**src/rtl/instr_fetch_queue.sv**
```systemverilog
// Fetch stage: issues one instruction-memory read at a time for the current PC and queues the returned words, each with its PC, for decode.
// Latency: grant at T and rvalid at T+k give ir_valid at T+k+1. With IFQ_BYPASS_EN defined, an empty queue presents the word at T+k.
// Backpressure: a queue slot is reserved when the request is issued, so pushes never overflow. ir_ready only drains the head entry.
module instr_fetch_queue #(
  parameter int DEPTH = 4,
  parameter int AW    = 16,
  parameter int DW    = 16,
  parameter int CW    = 3
) (
  input  logic          clk,
  input  logic          rst,
  input  logic [AW-1:0] pc_in,
  output logic          pc_adv,
  input  logic          j_flag,
  output logic          mem_req,
  output logic [AW-1:0] mem_addr,
  input  logic          mem_gnt,
  input  logic          mem_rvalid,
  input  logic [DW-1:0] mem_rdata,
  output logic          ir_valid,
  output logic [DW-1:0] ir_data,
  output logic [AW-1:0] ir_pc,
  input  logic          ir_ready,
  output logic [CW-1:0] q_count
);

  localparam int PW = $clog2(DEPTH);

  // WAIT and DRAIN both mean one read is outstanding.
  // DRAIN means the returning word belongs to a flushed path and is dropped.
  typedef enum logic [1:0] {IDLE, REQ, WAIT, DRAIN} state_t;

  state_t        state_q, state_d;
  logic [AW-1:0] mem_addr_q, mem_addr_d;
  logic          pc_adv_q, pc_adv_d;
  logic [CW-1:0] count_q, count_d;
  logic [PW-1:0] wr_ptr_q, wr_ptr_d;
  logic [PW-1:0] rd_ptr_q, rd_ptr_d;
  logic [DW-1:0] data_q [DEPTH];
  logic [AW-1:0] pc_q   [DEPTH];

  logic rsp_push;
  logic fifo_store;
  logic fifo_pop;
  logic fifo_empty;

  assign fifo_empty = (count_q == '0);
  // A response is kept only if it returns in WAIT and no jump happens in the same cycle.
  assign rsp_push   = (state_q == WAIT) && mem_rvalid && !j_flag;
  // A pop on an empty queue, or during a flush, is ignored.
  assign fifo_pop   = !fifo_empty && ir_ready && !j_flag;

`ifdef IFQ_BYPASS_EN
  // Skip storage when the word goes straight to decode in the cycle it arrives.
  assign fifo_store = rsp_push && !(fifo_empty && ir_ready);
`else
  assign fifo_store = rsp_push;
`endif

  // Queue bookkeeping: a jump empties the queue; otherwise apply push and pop.
  always_comb begin
    count_d  = count_q;
    wr_ptr_d = wr_ptr_q;
    rd_ptr_d = rd_ptr_q;
    if (j_flag) begin
      count_d  = '0;
      wr_ptr_d = '0;
      rd_ptr_d = '0;
    end else begin
      if (fifo_store) wr_ptr_d = wr_ptr_q + PW'(1);
      if (fifo_pop)   rd_ptr_d = rd_ptr_q + PW'(1);
      count_d = count_q + CW'(fifo_store) - CW'(fifo_pop);
    end
  end

  // Fetch FSM next state.
  // A jump has priority. The request is then issued one cycle late so that pc_in carries the jump target.
  always_comb begin
    state_d    = state_q;
    mem_addr_d = mem_addr_q;
    pc_adv_d   = 1'b0;
    case (state_q)
      IDLE: begin
        // The projected count already includes any pop in this cycle, so a freed slot is reused at once.
        if (!j_flag && (count_d < CW'(DEPTH))) begin
          state_d    = REQ;
          mem_addr_d = pc_in;
        end
      end
      REQ: begin
        if (j_flag) begin
          state_d = mem_gnt ? DRAIN : IDLE;
        end else if (mem_gnt) begin
          state_d  = WAIT;
          pc_adv_d = 1'b1;
        end
      end
      WAIT: begin
        if (j_flag) begin
          state_d = mem_rvalid ? IDLE : DRAIN;
        end else if (mem_rvalid) begin
          state_d = IDLE;
        end
      end
      DRAIN: begin
        if (mem_rvalid) state_d = IDLE;
      end
      default: state_d = IDLE;
    endcase
  end

  // Control and pointer registers.
  // Reset forgets any outstanding read, so a late response is ignored.
  always_ff @(posedge clk) begin
    if (rst) begin
      state_q    <= IDLE;
      mem_addr_q <= '0;
      pc_adv_q   <= 1'b0;
      count_q    <= '0;
      wr_ptr_q   <= '0;
      rd_ptr_q   <= '0;
    end else begin
      state_q    <= state_d;
      mem_addr_q <= mem_addr_d;
      pc_adv_q   <= pc_adv_d;
      count_q    <= count_d;
      wr_ptr_q   <= wr_ptr_d;
      rd_ptr_q   <= rd_ptr_d;
    end
  end

  // Queue storage.
  // The tag is the held request address, because that address stays stable until the response arrives.
  always_ff @(posedge clk) begin
    if (fifo_store) begin
      data_q[wr_ptr_q] <= mem_rdata;
      pc_q[wr_ptr_q]   <= mem_addr_q;
    end
  end

  assign mem_req  = (state_q == REQ);
  assign mem_addr = mem_addr_q;
  assign pc_adv   = pc_adv_q;
  assign q_count  = count_q;

  // Decode-side view of the queue head.
  // The outputs are zero while the queue is empty, so stale entries never show.
  always_comb begin
    ir_valid = !fifo_empty;
    ir_data  = fifo_empty ? '0 : data_q[rd_ptr_q];
    ir_pc    = fifo_empty ? '0 : pc_q[rd_ptr_q];
`ifdef IFQ_BYPASS_EN
    if (fifo_empty && rsp_push) begin
      ir_valid = 1'b1;
      ir_data  = mem_rdata;
      ir_pc    = mem_addr_q;
    end
`endif
  end

endmodule

```
**config.mk**
```make
export PLATFORM = sky130hd
export DESIGN_NAME = instr_fetch_queue
export DESIGN_NICKNAME = d
export VERILOG_FILES = /design/src/rtl/instr_fetch_queue.sv
export SDC_FILE = /design/constraint.sdc
export NUM_CORES = 1
export LEC_CHECK = 0
export ABC_AREA = 1
export CAP_MARGIN = 0
export CORE_AREA = 2 2 103 125
export CTS_CLUSTER_DIAMETER = 50
export CTS_CLUSTER_SIZE = 30
export DETAILED_ROUTE_END_ITERATION = 16
export DIE_AREA = 0 0 105 127
export HOLD_SLACK_MARGIN = 0.05
export PLACE_DENSITY = 0.78
export SLEW_MARGIN = 30
export SYNTH_ARGS = -nofsm -noshare
export SYNTH_HDL_FRONTEND = slang
export SYNTH_SLANG_ARGS = --single-unit
```
**constraint.sdc**
```tcl
create_clock -name clk -period 3.4 [get_ports clk]
set_input_delay 0.51 -clock clk [delete_from_list [all_inputs] [get_ports clk]]
set_output_delay 0.51 -clock clk [all_outputs]
set_load 0.005 [all_outputs]
```
* After elaboration in Yosys (flattened, before gate mapping)
Memory sizes are Yosys's and may differ from the RTL's. A register that Yosys moved wholly into a read port is not among the register bits.
Index checks and enable logic that the tools add are counted.
** Word-level totals
- Word-level logic and storage cells :: 50
- Memory bits (writable) :: 128
- Output and inout bits :: 54
- Register bits after elaboration :: 26
- Memories kept :: 2
** Cells by class
- Multiplexer cells :: 18
- Reductions and logical operators :: 13
- Eq/ne operators :: 5
- Add/sub/neg operators :: 4
- $lt $le $gt $ge :: 1
- Bitwise logic cells :: 1
** Memories
- data_q :: words 4, width 16, rd ports 1, clocked after memory_dff 1, write ports 1, line 39 : logic [DW-1:0] data_q [DEPTH];
- pc_q :: words 4, width 16, rd ports 1, clocked after memory_dff 1, write ports 1, line 40 : logic [AW-1:0] pc_q [DEPTH];
** Operators with widths (count)
- 2-to-1 mux 16 bit :: 2
- 2-to-1 mux 2 bit :: 11
- case mux 2 bit (4 select lines) :: 1
- logical AND 1 bit :: 5
- adder 2 x 1 -> 2 bit, second input constant :: 2
- equality test 2 bit, second input constant :: 2
- AND reduction 2 bit :: 2
- adder 3 x 1 -> 3 bit :: 1
- zero test 3 bit :: 1
- less-than comparator 3 bit, second input constant :: 1
- 2-to-1 mux 1 bit :: 3
- 2-to-1 mux 3 bit :: 1
- inequality test 3 x 2 -> 1 bit, second input constant :: 1
- OR reduction 3 bit :: 1
- subtractor 3 x 1 -> 3 bit :: 1
- equality test 2 x 1 -> 1 bit, second input constant :: 1
- zero test 1 bit :: 2
- zero test 2 bit :: 1
- inequality test 2 bit, second input constant :: 1
- OR reduction 2 bit :: 1
- inverter 1 bit :: 1

* Depth between registers and ports, before layout
- Word-level depth :: 10
- Gate-level depth with buffers :: 15
- Depth with buffers taken out :: 15

* Worst setup path after synthesis
Ideal clock, no wire load.
- Path kind :: input to register
- Start point :: input j_flag
- End point :: memory data_q[0][0] (enable)
- Data required time :: 2.979 ns
- Stages :: 3
- Library setup time :: 0.421 ns
- Path slack :: 0.667 ns
- Data arrival time :: 2.312 ns
- Cells stage by stage :: inv_1 -> nand4_2 -> nor2_1
** Between the ends
- Longest elaborated chain between the ends :: 4
** Ends and longest elaborated chain
- from (decl) :: line 14 : input logic j_flag,
- zero test 1 bit :: line 49 : assign rsp_push = (state_q == WAIT) && mem_rvalid && !j_flag;
- logical AND 1 bit :: line 49
- 2-to-1 mux 1 bit :: line 135 : if (fifo_store) begin
- 2-to-1 mux 1 bit (not written as such) :: line 136 : data_q[wr_ptr_q] <= mem_rdata;
- to (decl) :: line 39
No other way between the ends.

==> results.md <==
* Status: complete, no violations
* Final nets at ~710
* CTS Hold Buffers Added at 0
* Iter 0 DRT Violations at ~250
* Most common cell in the netlist: nor2_1
* CP top delay family: buffers and inverters
* Via density at 5.20
* Hold Slack at between 400 and 500 ps
* Mapped Area at slightly above 6000 µm²
* Vias post-DR at around 4.4k
* TNS Setup at 0 ps
* Slew Viols, Final at 0
* Post-DP Area at roughly 7400 µm²
* Syn Nets at roughly 610
* First-pass GRT wire length at ~21,000 µm
* Die Y at 127 µm
* Post-synthesis sequential area ratio at 70.7%
* H-tree levels at 4
* Post-synth ARST share at 0%
* CP arrival at roughly 2500 ps
* RSZ-0062 raised after global routing: no
* Final cell count without fillers at 836
* Measured slew at the worst slew-check pin at 697 ps
* Max Cap Viol at 0
* Full die area at roughly 13,000 µm²
* Pre-CTS setup slack at between 150 and 200 ps
* Slew headroom at between 50 and 60%
* Clock Path Buffers at 2
* Clock slew at reported path FFs at 60 ps
* Cell repeated most along the worst path: nor2_1
* Cells on worst reg2reg path at 14
* CP Depth at 6
* Mapped Avg Cell Area at approximately 11 µm²
* Peak supply drop at around 0.33 mV
* GR Util All Layers at roughly a fifth
* Placed Cells at 805
* Core Util, Final at between 60 and 70%
* Seq. cell area at 4410 µm²
* IO Count at 92
* Setup WS post-layout at 393 ps
* Final ANT Viol Nets at 0
* Final Skew at slightly above 6 ps
* Port bufs at 91
* GPL Wtd Cong at between 0.7 and 0.8
* Later-pin clock latency in the skew report at 410 ps
* Register bit total from synthesis at 156
* R2R Path Start: q_count[1]
* P_leak at 2.90 nW
* Multi-input gate area at 1550 µm²
* Layout cells sized above 1 at between 7 and 8%
* Starting Density at between 50 and 60%
* Power density over the cells at roughly 530 nW/µm²
* Root Buffer: clkbuf_16
* # resized after CTS at 0
* CP endpoint kind: output pin
* Vias in the first global route at 4,329
* Initial antenna violation count at 0
* Area leader, netlist: edfxtp_1
* Data required time of the worst path at approximately 2900 ps
* Primary FF master, synth: edfxtp_1
* Synth top cells by count: 172 x nor2_1, 128 x edfxtp_1, 67 x o21ai_0, 43 x inv_1, 43 x nand2_1
* # fillers at slightly above 900
* DR WL/cell at 16.4 µm
* Final instance area at around 8000 µm²
* Die X at 105 µm
* Crit path kind: reg2out
* Share of the synthesized area in the top cell type at between 60% and 70%
* Crit-path max cell delay at 550 ps
* Final HPWL DP at 8250 µm
* Final Setup Violations at 0
* CTS tree: yes
* # clock sinks at about 160
* Final hold violation count at 0
* Synth cell types at 23
* WL final at around 14,000 µm
* Fmax at 333 MHz
* TritonCTS Buffers at 17
* Tmin final at approximately 3000 ps
* Synth top area cells: edfxtp_1 62%, nor2_1 10%, dfxtp_1 9.0%
* DRC Markers at 0
* WHS Path Cells at 2
* Setup crit start kind: register
* RR Endpoint: mem_addr[0]
* CP cell instances: buf_4 -> nor2_1 -> nor2_1 -> o21ai_0 -> a21oi_1 -> clkdlybuf4s50_1
* Worst R2R Setup Slack at roughly 850 ps
* Hold path startpoint: rd_ptr_q[1]
* CP max FO at 64
* Largest net degree at the start of global routing at 65
* CP max stage cell: buf_4
* Core area at roughly 12,000 µm²
* Gr ovfl total at 0
* Cell Rows at 44
* Setup Buffers After CTS at 0
* Tcrit/Tclk final at 88.4%
* Layout area overhead at 27.3%
* Worst Path Buf+Inv at 2
* Post-synth EDFFs at 128
* Power, Total at between 4 and 5 mW
* DRT Pass-1 Iters at 5
* Warnings, synthesis at 0
* Post-synthesis cell count at approximately 570
* Antenna diodes at 0
* HP Class: reg2reg
==> worst reg2reg max path: cells and delay by family (launching register included) <==
family / cells / cell delay (ps)
flip-flops: 1 / 340
buffers and inverters: 3 / 180
AND/OR/NAND/NOR: 8 / 1090
adder cells (fa/ha/maj): 3 / 860
==> report_power, final <==
group | switching [mW] | total, mW | internal, mW
combinational | 0.0989 | 0.213 | 0.114
sequential | 0.0434 | 2.15 | 2.11
clock | 0.705 | 1.85 | 1.14
==> per-layer routing <==
layer / wire length (µm) / track usage [%]
met3: 831 / 4.69
met5: 0 / 0
met1: 5480 / 25.4
met2: 7220 / 36.1
met4: 173 / 8.71
==> registers in the layout, indices dropped and copies added, names as in the netlist, named ones only <==
signal,flops
pc_q,64
mem_addr,16
wr_ptr_q,2
state_q,2
rd_ptr_q,2
pc_adv,1
q_count,3
data_q,64
==> cells in the final DEF, fill, tap and decap left out, drive strengths merged <==
master / instances
a21oi: 39
buf: 12
bufinv: 3
clkbuf: 18
clkdlybuf4s50: 91
clkinv: 6
clkinvlp: 3
dfxtp: 28
edfxtp: 128
fa: 1
ha: 6
inv: 46
nand2: 44
nand3: 6
nand4: 2
nor2: 173
nor3: 1
o21ai: 68
==> final cells by class <==
cell class	count	share of cell area, %
multi-input combinational	340	19.5
timing repair buffer	103	12.9
inverter	45	2.13
clock inverter	13	1.89
clock buffer	18	5.41
sequential	156	55.6
tap	161	2.54
==> kinds of logic after synthesis <==
group / count (synthesis) / synth area share, %
adders and majority gates: 7 / 1.53
AOI/OAI and AO/OA: 107 / 8.60
DFF: 156 / 70.7
buffers and inverters: 72 / 4.88
and+or+nand+nor: 226 / 14.3
==> worst max path at each step <==
| stage | slack [ps] | to |
|---|---|---|
| floorplan | 670 | data_q[0][0] |
| global placement | 360 | mem_addr[14] |
| detailed placement | 180 | mem_addr[0] |
| CTS | 350 | ir_data[0] |
| global route | 210 | ir_data[0] |
| finish | 390 | ir_pc[0] |
Note: power is estimated with default switching activity, not from simulation.
